<file path="config.mk">
export PLATFORM = sky130hd
export DESIGN_NAME = eth_packet_gen
export DESIGN_NICKNAME = d
export VERILOG_FILES = /design/src/rtl/eth_packet_gen.sv
export SDC_FILE = /design/constraint.sdc
export NUM_CORES = 1
export LEC_CHECK = 0
export ABC_AREA = 0
export CORE_MARGIN = 3
export CORE_UTILIZATION = 45
export CTS_CLUSTER_SIZE = 30
export DETAILED_ROUTE_END_ITERATION = 8
export DONT_BUFFER_PORTS = 1
export SYNTH_ARGS = -nofsm -noshare
export SYNTH_HDL_FRONTEND = slang
export SYNTH_SLANG_ARGS = --single-unit
</file>
<file path="constraint.sdc">
create_clock -name clk -period 3.2 [get_ports clk]
set_input_delay 0.8 -clock clk [delete_from_list [all_inputs] [get_ports clk]]
set_output_delay 0.8 -clock clk [all_outputs]
set_load 0.02 [all_outputs]
</file>
<file path="src/rtl/eth_packet_gen.sv">
// eth_packet_gen: byte-serial Ethernet frame generator.
// On an accepted start it emits preamble, SFD, DST MAC, SRC MAC, EtherType,
// a counting payload (seed, seed+1, ...) and, when ETH_GEN_FCS_EN is defined,
// a CRC-32 FCS, then holds busy through a programmable inter-frame gap.
// Handshake: a byte transfers on a rising clk edge where tx_valid && tx_ready;
// tx_data/tx_sof/tx_eof are held unchanged while tx_valid is high and
// tx_ready is low, and tx_valid never depends on tx_ready.
// Optional feature macro: ETH_GEN_FCS_EN (appends a 4-byte CRC-32 FCS).
module eth_packet_gen #(
  parameter logic [47:0] DST_MAC    = 48'hFFFF_FFFF_FFFF,
  parameter logic [47:0] SRC_MAC    = 48'h0011_2233_4455,
  parameter logic [15:0] ETH_TYPE   = 16'h0800,
  parameter int unsigned IFG_CYCLES = 12
) (
  input  logic       clk,
  input  logic       reset,
  input  logic       start,
  input  logic [7:0] len,
  input  logic [7:0] seed,
  input  logic       tx_ready,
  output logic [7:0] tx_data,
  output logic       tx_valid,
  output logic       tx_sof,
  output logic       tx_eof,
  output logic       busy,
  output logic [7:0] frame_cnt
);

  typedef enum logic [3:0] {
    S_IDLE, S_PRE, S_SFD, S_DST, S_SRC, S_TYPE, S_PAY,
`ifdef ETH_GEN_FCS_EN
    S_FCS,
`endif
    S_IFG
  } state_t;

  // Field that follows the last payload/type byte.
`ifdef ETH_GEN_FCS_EN
  localparam state_t S_TAIL = S_FCS;
`else
  localparam state_t S_TAIL = S_IFG;
`endif

  localparam logic [7:0] IFG_LAST = 8'(IFG_CYCLES - 1);

  state_t     state_q, state_d, nxt;
  logic [7:0] idx_q;
  logic [7:0] len_q, seed_q;
  logic       last, step, advance;

  // MSB-first byte i of a 48-bit address (i = 0..5).
  function automatic logic [7:0] mac_byte(input logic [47:0] mac, input logic [2:0] i);
    logic [47:0] sh;
    sh = mac << {i, 3'b000};
    return sh[47:40];
  endfunction

`ifdef ETH_GEN_FCS_EN
  logic [31:0] crc_q, crc_inv;
  logic        crc_field;

  // Reflected CRC-32 update of one byte, LSB first.
  function automatic logic [31:0] crc32_byte(input logic [31:0] c, input logic [7:0] d);
    logic [31:0] r;
    r = c;
    for (int i = 0; i < 8; i++)
      r = (r[0] ^ d[i]) ? ((r >> 1) ^ 32'hEDB8_8320) : (r >> 1);
    return r;
  endfunction

  assign crc_inv   = ~crc_q;
  assign crc_field = (state_q == S_DST) || (state_q == S_SRC) ||
                     (state_q == S_TYPE) || (state_q == S_PAY);
`endif

  assign busy = (state_q != S_IDLE);

  // Next-state and byte outputs, decoded from the current field and its index.
  always_comb begin
    state_d  = state_q;
    nxt      = state_q;
    last     = 1'b0;
    step     = 1'b0;
    advance  = 1'b0;
    tx_data  = 8'h00;
    tx_valid = 1'b0;
    tx_sof   = 1'b0;
    tx_eof   = 1'b0;
    case (state_q)
      S_IDLE: begin
        nxt  = S_PRE;
        last = 1'b1;
        step = start;
      end
      S_PRE: begin
        tx_valid = 1'b1;
        tx_data  = 8'h55;
        tx_sof   = (idx_q == 8'd0);
        last     = (idx_q == 8'd6);
        nxt      = S_SFD;
      end
      S_SFD: begin
        tx_valid = 1'b1;
        tx_data  = 8'hD5;
        last     = 1'b1;
        nxt      = S_DST;
      end
      S_DST: begin
        tx_valid = 1'b1;
        tx_data  = mac_byte(DST_MAC, idx_q[2:0]);
        last     = (idx_q == 8'd5);
        nxt      = S_SRC;
      end
      S_SRC: begin
        tx_valid = 1'b1;
        tx_data  = mac_byte(SRC_MAC, idx_q[2:0]);
        last     = (idx_q == 8'd5);
        nxt      = S_TYPE;
      end
      S_TYPE: begin
        tx_valid = 1'b1;
        tx_data  = (idx_q == 8'd0) ? ETH_TYPE[15:8] : ETH_TYPE[7:0];
        last     = (idx_q == 8'd1);
        nxt      = (len_q == 8'd0) ? S_TAIL : S_PAY;
`ifndef ETH_GEN_FCS_EN
        tx_eof   = last && (len_q == 8'd0);
`endif
      end
      S_PAY: begin
        tx_valid = 1'b1;
        tx_data  = seed_q + idx_q;
        last     = (idx_q == len_q - 8'd1);
        nxt      = S_TAIL;
`ifndef ETH_GEN_FCS_EN
        tx_eof   = last;
`endif
      end
`ifdef ETH_GEN_FCS_EN
      S_FCS: begin
        tx_valid = 1'b1;
        tx_data  = crc_inv[{idx_q[1:0], 3'b000} +: 8];
        last     = (idx_q == 8'd3);
        tx_eof   = last;
        nxt      = S_IFG;
      end
`endif
      S_IFG: begin
        last = (idx_q == IFG_LAST);
        step = 1'b1;
        nxt  = S_IDLE;
      end
      default: begin
        nxt  = S_IDLE;
        last = 1'b1;
        step = 1'b1;
      end
    endcase
    if (tx_valid) step = tx_ready;
    advance = step && last;
    if (advance) state_d = nxt;
  end

  // State, field index, start-time captures and completed-frame counter.
  always_ff @(posedge clk) begin
    if (reset) begin
      state_q   <= S_IDLE;
      idx_q     <= 8'd0;
      len_q     <= 8'd0;
      seed_q    <= 8'd0;
      frame_cnt <= 8'd0;
    end else begin
      state_q <= state_d;
      if (state_q == S_IDLE && start) begin
        len_q  <= len;
        seed_q <= seed;
      end
      if (advance)   idx_q <= 8'd0;
      else if (step) idx_q <= idx_q + 8'd1;
      if (tx_valid && tx_ready && tx_eof) frame_cnt <= frame_cnt + 8'd1;
    end
  end

`ifdef ETH_GEN_FCS_EN
  // CRC over DST..PAY bytes as they are accepted; restarts with each frame.
  always_ff @(posedge clk) begin
    if (reset) begin
      crc_q <= 32'hFFFF_FFFF;
    end else if (state_q == S_IDLE && start) begin
      crc_q <= 32'hFFFF_FFFF;
    end else if (tx_valid && tx_ready && crc_field) begin
      crc_q <= crc32_byte(crc_q, tx_data);
    end
  end
`endif

endmodule

</file>
==> results of run 1 <==
[worst max-delay path by stage]
stage	end	start	depth (start not counted)
global placement	tx_data[6]	idx_q[0]$_SDFFE_PP0P_	9
global route	tx_data[7]	seed_q[1]$_SDFFE_PP0P_	8
detailed placement	tx_data[6]	idx_q[0]$_SDFFE_PP0P_	9
CTS	tx_data[7]	seed_q[1]$_SDFFE_PP0P_	8
floorplan	tx_eof	len_q[0]$_SDFFE_PP0P_	10
finish	tx_data[6]	idx_q[0]$_SDFFE_PP0P_	9
[cell type report]
cell class	count	area, um^2	share of cell area
clock buffers	7	76.3	0.0282
clock inverters	1	5.00	0.00185
inverters	9	33.8	0.0125
multi-input cells	252	1670	0.619
flip-flops and latches	35	707	0.262
well taps	70	87.6	0.0324
repair buffers	16	120	0.0444
[Yosys cell counts (all sizes together) (3+ instances only)]
| library cell | instances | share of area |
|---|---|---|
| nand3b | 3 | 0.0090 |
| inv | 8 | 0.012 |
| nor2b | 9 | 0.023 |
| xor2 | 7 | 0.025 |
| nor3b | 3 | 0.0090 |
| a21o | 5 | 0.015 |
| nand4 | 7 | 0.018 |
| and2 | 4 | 0.010 |
| o21ai | 10 | 0.020 |
| clkbuf | 18 | 0.027 |
| a21oi | 40 | 0.080 |
| nor4 | 8 | 0.029 |
| buf | 6 | 0.016 |
| mux2 | 8 | 0.036 |
| xnor2 | 14 | 0.049 |
| nand2 | 44 | 0.066 |
| ha | 12 | 0.060 |
| nor3 | 14 | 0.028 |
| or4 | 3 | 0.012 |
| nand3 | 5 | 0.010 |
| or3 | 5 | 0.013 |
| nor2 | 13 | 0.020 |
| and3 | 7 | 0.018 |
| dfxtp | 35 | 0.28 |
[sequential cells by signal, summed over array words and instances (netlist names)]
signal / flops
len_q: 8
seed_q: 8
state_q: 3
idx_q: 8
frame_cnt: 8
[metal layers]
layer,up-vias,GRT usage
li1,1149,-
met1,1037,0.267
met2,52,0.296
met3,6,0.0493
met4,0,0.0591
met5,-,0
[worst min-delay path: stages (launching register included)]
cell and delay (ns):
dfxtp_1 0.32, nand2_1 0.05, a21oi_1 0.05
[kinds of logic (layout without fill, tap and decap cells)]
group / Yosys count / in the layout / synth area share
AO/OA/AOI/OAI: 77 / 77 / 0.192
buffers and inverters: 33 / 33 / 0.0562
flip-flops: 35 / 35 / 0.281
XOR/XNOR: 21 / 21 / 0.0738
adder cells (fa/ha/maj): 13 / 13 / 0.0682
AND/OR/NAND/NOR: 133 / 133 / 0.293
multiplexers: 8 / 8 / 0.0361
[repair_timing]
item	CTS	global route
buffers inserted	0	0
hold buffers	0	0
gates resized for setup	2	8
setup endpoints to repair	2	3
pin swaps	0	2
[metrics by stage]
| step | hold slack (ns) | util |
|---|---|---|
| floorplan | 0.440 | - |
| global placement | 0.445 | 0.495 |
| detailed placement | 0.456 | 0.495 |
| CTS | 0.464 | 0.512 |
| global route | 0.488 | 0.516 |
| finish | 0.462 | 0.516 |
[power by group]
part | internal (uW) | switching [uW]
clock | 153 | 155
combinational | 267 | 440
sequential | 482 | 53.9
total | 902 | 649
[cells in the final DEF (no fill, tap or decap), drive strengths merged, types with 8 or more instances in the layout]
cell type	n
nor3	14
nand2	44
ha	12
inv	8
nor2b	9
dfxtp	35
nor2	13
buf	16
nor4	8
a21oi	40
o21ai	10
mux2	8
xnor2	14
==> impl_results.md, run 1 <==
- Fmax: 0.327 GHz
- Ys async rst share: 0
- Beginning of the worst register-to-register path: idx_q[4]$_SDFFE_PP0P_
- Metal3 WL: 333 um
- Worst-path clk slew: 0.07 ns
- Layout area overhead: 8.38%
- Port bufs: 0
- Crit path capture type: primary output
- Max IR drop VDD: 339 uV
- Worst slew pin tran: 0.699 ns
- CP required: 2.40 ns
- Die area: 0.00647 mm^2
- Synth Register Bits: 35
- Width of the die: 80.4 um
- Fin. max-slew vios: 0
- RR Endpoint: frame_cnt[7]$_SDFFE_PP0P_
- Final Wtd Congestion: 0.839
- CTS tree: yes
- Tcrit/Tclk final: 0.956
- DRC: 0
- Most used cell, CP: a21oi_2
- Dpl ws: 0.247 ns
- Setup tns final: 0 ns
- FP Rows: 26
- Hold Startpoint: seed_q[4]$_SDFFE_PP0P_
- Outcome: finished, final reports clean
- Clock Latency Late Sink: 0.28 ns
- Slowest-stage cell, CP: dfxtp_4
- FF-to-FF path depth: 6
- DP Area: 0.00259 mm^2
- Global-route usage over all layers: 0.194
- Worst EP arrival: 2.26 ns
- Power Density: 574 mW/mm^2
- Synth Instances: 320
- Max-cap viol count: 0
- Grt ovf: 0
- Count of final hold-check violations: 0
- Post-route cell area: 0.00270 mm^2
- TritonCTS sink count: 35
- Core area: 0.00524 mm^2
- Crit-path cells: ha_1 > fa_2 > a21o_1 > a21oi_2 > o21bai_1 > a21oi_2 > xor2_1 > a21oi_1 > buf_4
- Root buf cell: clkbuf_8
- Topmost layer with routed signal wires: met4
- Routed wire length on met2: 2.69 mm
- Syn Area/Cell: 7.79 um^2
- Rel. slew slack: 0.534
- Clock Skew: 0.00431 ns
- Initial antenna violation count: 0
- Final min period: 3.06 ns
- Register area share after synthesis: 0.281
- Drt initial violations: 93
- Top cell family by delay on the critical path: compound AO/OA/AOI/OAI gates
- # fillers: 548
- Number of synthesized flops with an enable pin: 0
- Total Power: 1550 uW
- Largest stage delay on the critical path: 0.38 ns
- Yosys cell types: 55
- Detail Route Antenna Nets: 0
- Number of global-route vias before repair: 1995
- Metal-1 WL: 3.00 mm
- Largest net degree at the start of global routing: 46
- # setup viols final: 0
- Synth warnings: 0
- Final nets: 352
- Leak: 0.00105 uW
- Post-synth top flop: dfxtp_1
- Worst Setup Start Kind: flip-flop
- Vias per Instance: 5.75
- Total CTS buffers: 5
- # H-tree levels: 2
- Initial Utilization: 0.476
- Global-route wire length before repair: 9.77 mm
- Dpl hpwl: 4.38 mm
- Clock buffer depth: 2
- Buf/Inv on CP: 1
- Synthesized cell area: 0.00249 mm^2
- Num ports: 40
- DRT Pass-1 Iters: 4
- Fin cells: 390
- WHS Endpoint: seed_q[4]$_SDFFE_PP0P_
- Worst setup path class: flip-flop to primary output
- Syn Nets: 353
- Share of cells above drive strength 1: 0.134
- R2R Setup Slk: 0.58 ns
- Worst hold stages: 2
- Final WL: 6.10 mm
- Hold Path Class: flip-flop to flip-flop
- Placed cells: 382
- Ant diodes: 0
- Vias: 2244
- Final WS setup: 0.139 ns
- Crit-path max FO: 10
- DIE HEIGHT: 80.4 um
- Drt wl/cell: 15.6 um
(Power assumes the default switching activity.)
==> run 2, diff against run 1 <==
Settings changed: BUFFER_PORTS_ARGS set to -buffer_cell sky130_fd_sc_hd__buf_4, DONT_BUFFER_PORTS 1 to unset, PLACE_DENSITY set to 0.66.
Clock period 3.2 ns to 3.8 ns, I/O delays scaled along.
==> impl_results.md, run 2 (same netlist as run 1, synthesis figures left out) <==
- Crit-path max FO: 9 (-1)
- Sequential cell area: 701 um^2 (-0.88%)
- Final WL: 5.99 mm (-1.8%)
- Buf/Inv on CP: 3 (+2)
- # setup viols final: 0 (unchanged)
- DRC: 0 (unchanged)
- Layout area overhead: 16.6%
- Ant diodes: 0 (unchanged)
- Max IR drop VDD: 239 uV (-29%)
- Post-route cell area: 0.00291 mm^2 (+7.6%)
- Fin. max-slew vios: 0 (unchanged)
- Most used cell, CP: inv_1
- Worst-path clk slew: 0.07 ns (about the same)
- DRT Pass-1 Iters: 4 (unchanged)
- Number of global-route vias before repair: 2135 (+7.0%)
- Worst EP arrival: 2.53 ns (+0.27 ns)
- Initial Utilization: 0.476 (unchanged)
- # fillers: 514 (-6.2%)
- Largest net degree at the start of global routing: 46 (unchanged)
- Core area: 0.00524 mm^2 (unchanged)
- Total Power: 1360 uW (-12%)
- Largest stage delay on the critical path: 0.56 ns (+0.18 ns)
- Final nets: 381 (+8.2%)
- Postcts setup bufs: 0 (unchanged)
- Clock Latency Late Sink: 0.29 ns (about the same)
- Root buf cell: clkbuf_8
- DP Area: 0.00281 mm^2 (+8.4%)
- DIE HEIGHT: 80.4 um (unchanged)
- TritonCTS sink count: 35 (unchanged)
- Hold Path Class: flip-flop to flip-flop
- Worst setup path class: flip-flop to primary output
- FP Rows: 26 (unchanged)
- Worst slew pin tran: 0.663 ns (-0.0353 ns)
- Commonest cells after routing, fill and taps aside: buf_4 (45), nand2_1 (44), a21oi_1 (40), dfxtp_1 (35)
- Crit-path cells: inv_1 > ha_1 > nor3b_1 > xnor2_1 > o2111ai_1 > a2111o_1 > and2_1 > inv_1 > buf_4
- Commonest non-fill, non-tap cell in the layout: buf_4
- Width of the die: 80.4 um (unchanged)
- Crit path capture type: primary output
- Rel. slew slack: 0.558 (+0.0236)
- Total CTS buffers: 5 (unchanged)
- Dpl hpwl: 4.33 mm (-1.1%)
- Hold Worst Slack: 0.460 ns (-0.00147 ns)
- Global-route usage over all layers: 0.193 (-0.000704)
- Final Wtd Congestion: 0.846 (+0.83%)
- Vias: 2372 (+5.7%)
- Tcrit/Tclk final: 0.916
- Fmax: 0.287 GHz
- Cts hold-fix bufs: 0 (unchanged)
- # H-tree levels: 2 (unchanged)
- Clock Skew: 0.00441 ns (+0.0000994 ns)
- Drt initial violations: 121 (+30%)
- Count of final hold-check violations: 0 (unchanged)
- CP required: 2.85 ns (+0.45 ns)
- Slowest-stage cell, CP: a2111o_1
- Placed cells: 411 (+7.6%)
- Max-cap viol count: 0 (unchanged)
- Share of cells above drive strength 1: 0.186 (+0.0519)
- Grt ovf: 0 (unchanged)
- Power Density: 469 mW/mm^2 (-18%)
- RSZ-0062 raised after global routing: false
- Top cell family by delay on the critical path: compound AO/OA/AOI/OAI gates
- Vias per Instance: 5.66 (-1.6%)
- Num ports: 40 (unchanged)
- CTS tree: yes
- Initial antenna violation count: 0 (unchanged)
- Fin cells: 419 (+7.4%)
- Clock buffer depth: 2 (unchanged)
- Leak: 0.00120 uW (+15%)
- Port bufs: 39 (+39)
- Area of the multi-input gates: 0.00165 mm^2 (-1.2%)
- Outcome: finished, final reports clean
- Die area: 0.00647 mm^2 (unchanged)
- Worst Setup Start Kind: flip-flop
- Final min period: 3.48 ns
- Drt wl/cell: 14.3 um (-8.6%)
- Post-CTS sizing: 0 (-2)
- Detail Route Antenna Nets: 0 (unchanged)
- Setup tns final: 0 ns (unchanged)
- Global-route wire length before repair: 9.85 mm (+0.78%)
run 2: cell count changes in the layout (fill, tap and decap cells not counted), moves of 2 or more:
cell	delta
a21oi_1	+3
a21oi_2	-3
buf_4	+29
dfxtp_1	+3
dfxtp_2	-2
run 2: layer usage:
metal	wire length, um	track usage	up-vias
li1	-	-	1199
met1	2800	0.256	1100
met2	2760	0.313	63
met3	335	0.0404	10
met4	87	0.0608	0
met5	0	0	-
run 2: final timing paths:
check,startpoint,to,slack [ns],depth (start not counted)
setup / recovery,len_q[0]$_SDFFE_PP0P_,tx_eof,0.32,9
hold / removal,seed_q[6]$_SDFFE_PP0P_,seed_q[6]$_SDFFE_PP0P_,0.46,2
setup reg to reg,len_q[0]$_SDFFE_PP0P_,frame_cnt[7]$_SDFFE_PP0P_,1.16,8
hold reg to reg,seed_q[6]$_SDFFE_PP0P_,seed_q[6]$_SDFFE_PP0P_,0.46,2
run 2: cell type report:
class | instances | area share
Timing Repair Buffer | 45 | 0.116
Clock buffer | 7 | 0.0297
Tap cell | 70 | 0.0301
Clock inverter | 1 | 0.00301
Sequential cell | 35 | 0.241
Inverter | 9 | 0.0116
Multi-Input combinational cell | 252 | 0.568
run 2: worst min-delay path, delay by kind of cell, from the launching register on:
kind | cells | cell delay [ns]
AOI/OAI and AO/OA | 1 | 0.05
DFF | 1 | 0.31
and+or+nand+nor | 1 | 0.05
run 2: stage by stage:
stage                     setup slack (ns)  utilization
after global routing                 0.161        0.555
final                                0.317        0.555
after floorplan                      0.721            -
after detailed placement             0.645        0.537
after CTS                            0.326        0.555
after global placement               0.742        0.537
run 2: where the power goes:
group / switching [uW] / internal (uW)
combinational: 384 / 254
clock: 138 / 148
sequential: 36.5 / 404
total: 559 / 806
==> run 3, diff against run 2 <==
Clock period 3.8 ns to 4.06 ns, I/O delays scaled along.
==> impl_results.md, run 3 (same netlist as run 1, synthesis figures left out) <==
- Global-route usage over all layers: 0.199 (+0.00591)
- Final min period: 3.71 ns
- Count of final hold-check violations: 0 (unchanged)
- Worst slew pin tran: 0.728 ns (+0.0643 ns)
- Worst setup path class: flip-flop to primary output
- Commonest cells after routing, fill and taps aside: nand2_1 (44), buf_4 (42), a21oi_1 (40), dfxtp_1 (35)
- Final WS setup: 0.353 ns (+0.0355 ns)
- CTS tree: yes
- Initial antenna violation count: 0 (unchanged)
- Leak: 0.00118 uW (-1.2%)
- Crit path capture type: primary output
- Drt initial violations: 112 (-7.4%)
- Rel. slew slack: 0.515 (-0.0428)
- Max IR drop VDD: 236 uV (-1.4%)
- Final nets: 378 (-0.79%)
- Dpl ws: 0.706 ns (+0.0605 ns)
- DRT Pass-1 Iters: 5 (+1)
- Worst EP arrival: 2.69 ns (+0.16 ns)
- Crit-path max FO: 11 (+2)
- Post-CTS sizing: 0 (unchanged)
- Ant diodes: 0 (unchanged)
- Largest net degree at the start of global routing: 46 (unchanged)
- # setup viols final: 0 (unchanged)
- Vias per Instance: 5.79 (+2.3%)
- Crit path from: idx_q[1]$_SDFFE_PP0P_
- Width of the die: 80.4 um (unchanged)
- RSZ-0062 raised after global routing: false
- Max-cap viol count: 0 (unchanged)
- Cell Int Power: 761 uW (-5.6%)
- Final Wtd Congestion: 0.866 (+2.4%)
- Worst Setup Start Kind: flip-flop
- TritonCTS sink count: 35 (unchanged)
- Grt ovf: 0 (unchanged)
- Seq pwr share: 0.341 (+0.018)
- Global-route wire length before repair: 10.2 mm (+3.2%)
- Number of global-route vias before repair: 2113 (-1.0%)
- Core area: 0.00524 mm^2 (unchanged)
- Sequential cell area: 701 um^2 (unchanged)
- Port bufs: 39 (unchanged)
- Clock Skew: 0.00744 ns (+0.00303 ns)
- Power Density: 444 mW/mm^2 (-5.4%)
- Gate power share: 0.439 (-0.029)
- Switching Power: 523 uW (-6.3%)
- Tcrit/Tclk final: 0.913
- Postcts setup bufs: 0 (unchanged)
- Total CTS buffers: 5 (unchanged)
- FP Rows: 26 (unchanged)
- Worst hold stages: 2 (unchanged)
- Hold Startpoint: seed_q[4]$_SDFFE_PP0P_
- Worst-path clk slew: 0.07 ns (about the same)
- Root buf cell: clkbuf_8
- DIE HEIGHT: 80.4 um (unchanged)
- Cts hold-fix bufs: 0 (unchanged)
- Detail Route Antenna Nets: 0 (unchanged)
- Dpl hpwl: 4.26 mm (-1.6%)
- Vias: 2409 (+1.6%)
- Switching share of power: 0.407 (-0.00199)
- Outcome: finished, final reports clean
- Fin. max-slew vios: 0 (unchanged)
- CP required: 3.04 ns (+0.19 ns)
- Final WL: 6.01 mm (+0.37%)
- Fmax: 0.270 GHz
- # fillers: 528 (+2.7%)
- # H-tree levels: 2 (unchanged)
- WHS Endpoint: seed_q[4]$_SDFFE_PP0P_
- Area of the multi-input gates: 0.00165 mm^2 (unchanged)
- Clock buffer depth: 2 (unchanged)
- Die area: 0.00647 mm^2 (unchanged)
- FF-to-FF path depth: 6 (-2)
- Beginning of the worst register-to-register path: state_q[0]$_SDFFE_PP0P_
- Share of cells above drive strength 1: 0.182 (-0.00417)
- Setup tns final: 0 ns (unchanged)
- Layout area overhead: 16.1%
- Drt wl/cell: 14.4 um (+1.1%)
- Clock Latency Late Sink: 0.29 ns (about the same)
- Num ports: 40 (unchanged)
- DRC: 0 (unchanged)
- Clk network pwr share: 0.220 (+0.010)
- Hold Path Class: flip-flop to flip-flop
- Commonest non-fill, non-tap cell in the layout: nand2_1
- Initial Utilization: 0.476 (unchanged)
- RR Endpoint: idx_q[4]$_SDFFE_PP0P_
- R2R Setup Slk: 1.03 ns (-0.13 ns)
[run 3: changes by cell type in the layout (fill, tap and decap cells not counted), sizes merged]
| cell | before | now |
|---|---|---|
| buf | 45 | 42 |
| clkinv | 2 | 1 |
| clkinvlp | 0 | 1 |
[run 3: area by class of cell]
class,count,area share
multi-input combinational,252,0.571
sequential,35,0.242
timing repair buffer,42,0.109
clock buffer,7,0.0333
tap,70,0.0303
inverter,9,0.0117
clock inverter,1,0.00259
[run 3: power groups by stage]
stage / combinational, uW / sequential (uW) / clock, uW
5_1_grt: 621 / 446 / 305
6_report: 564 / 438 / 282
3_3_place_gp: 558 / 446 / 0
3_5_place_dp: 560 / 446 / 0
4_1_cts: 563 / 438 / 294
2_1_floorplan: 434 / 410 / 0
[run 3: worst max-delay path: stages, from the launching register on]
cell	delay, ns
dfxtp_1	0.58
ha_1	0.31
a21o_1	0.17
a21oi_1	0.23
o21bai_1	0.11
a2111oi_0	0.48
o21ai_0	0.17
a31oi_1	0.19
buf_4	0.16
[run 3: worst max-delay path by stage]
stage,end,slack (ns),cells past startpoint
2_1_floorplan,tx_eof,0.92,10
3_3_place_gp,tx_data[7],0.77,8
6_report,tx_data[7],0.35,8
3_5_place_dp,tx_data[7],0.71,8
5_1_grt,tx_data[7],0.02,8
4_1_cts,tx_data[7],0.36,8
[run 3: metal layers]
metal  vias to the layer above  track usage  routed length, um
met2                        88        0.306               2730
met1                      1111        0.274               2790
met4                         0       0.0709                108
li1                       1201            -                  -
met5                         -            0                  0
met3                         9       0.0404                388
[run 3: per-stage QoR]
stage,util,instance area [um^2],power [uW],std cells,hold slack (ns)
detailed placement,0.533,2790,1010,408,0.455
CTS,0.553,2890,1290,416,0.465
global route,0.553,2890,1370,416,0.501
global placement,0.533,2790,1000,408,0.452
finish,0.553,2890,1280,416,0.461
floorplan,-,2490,845,320,0.440
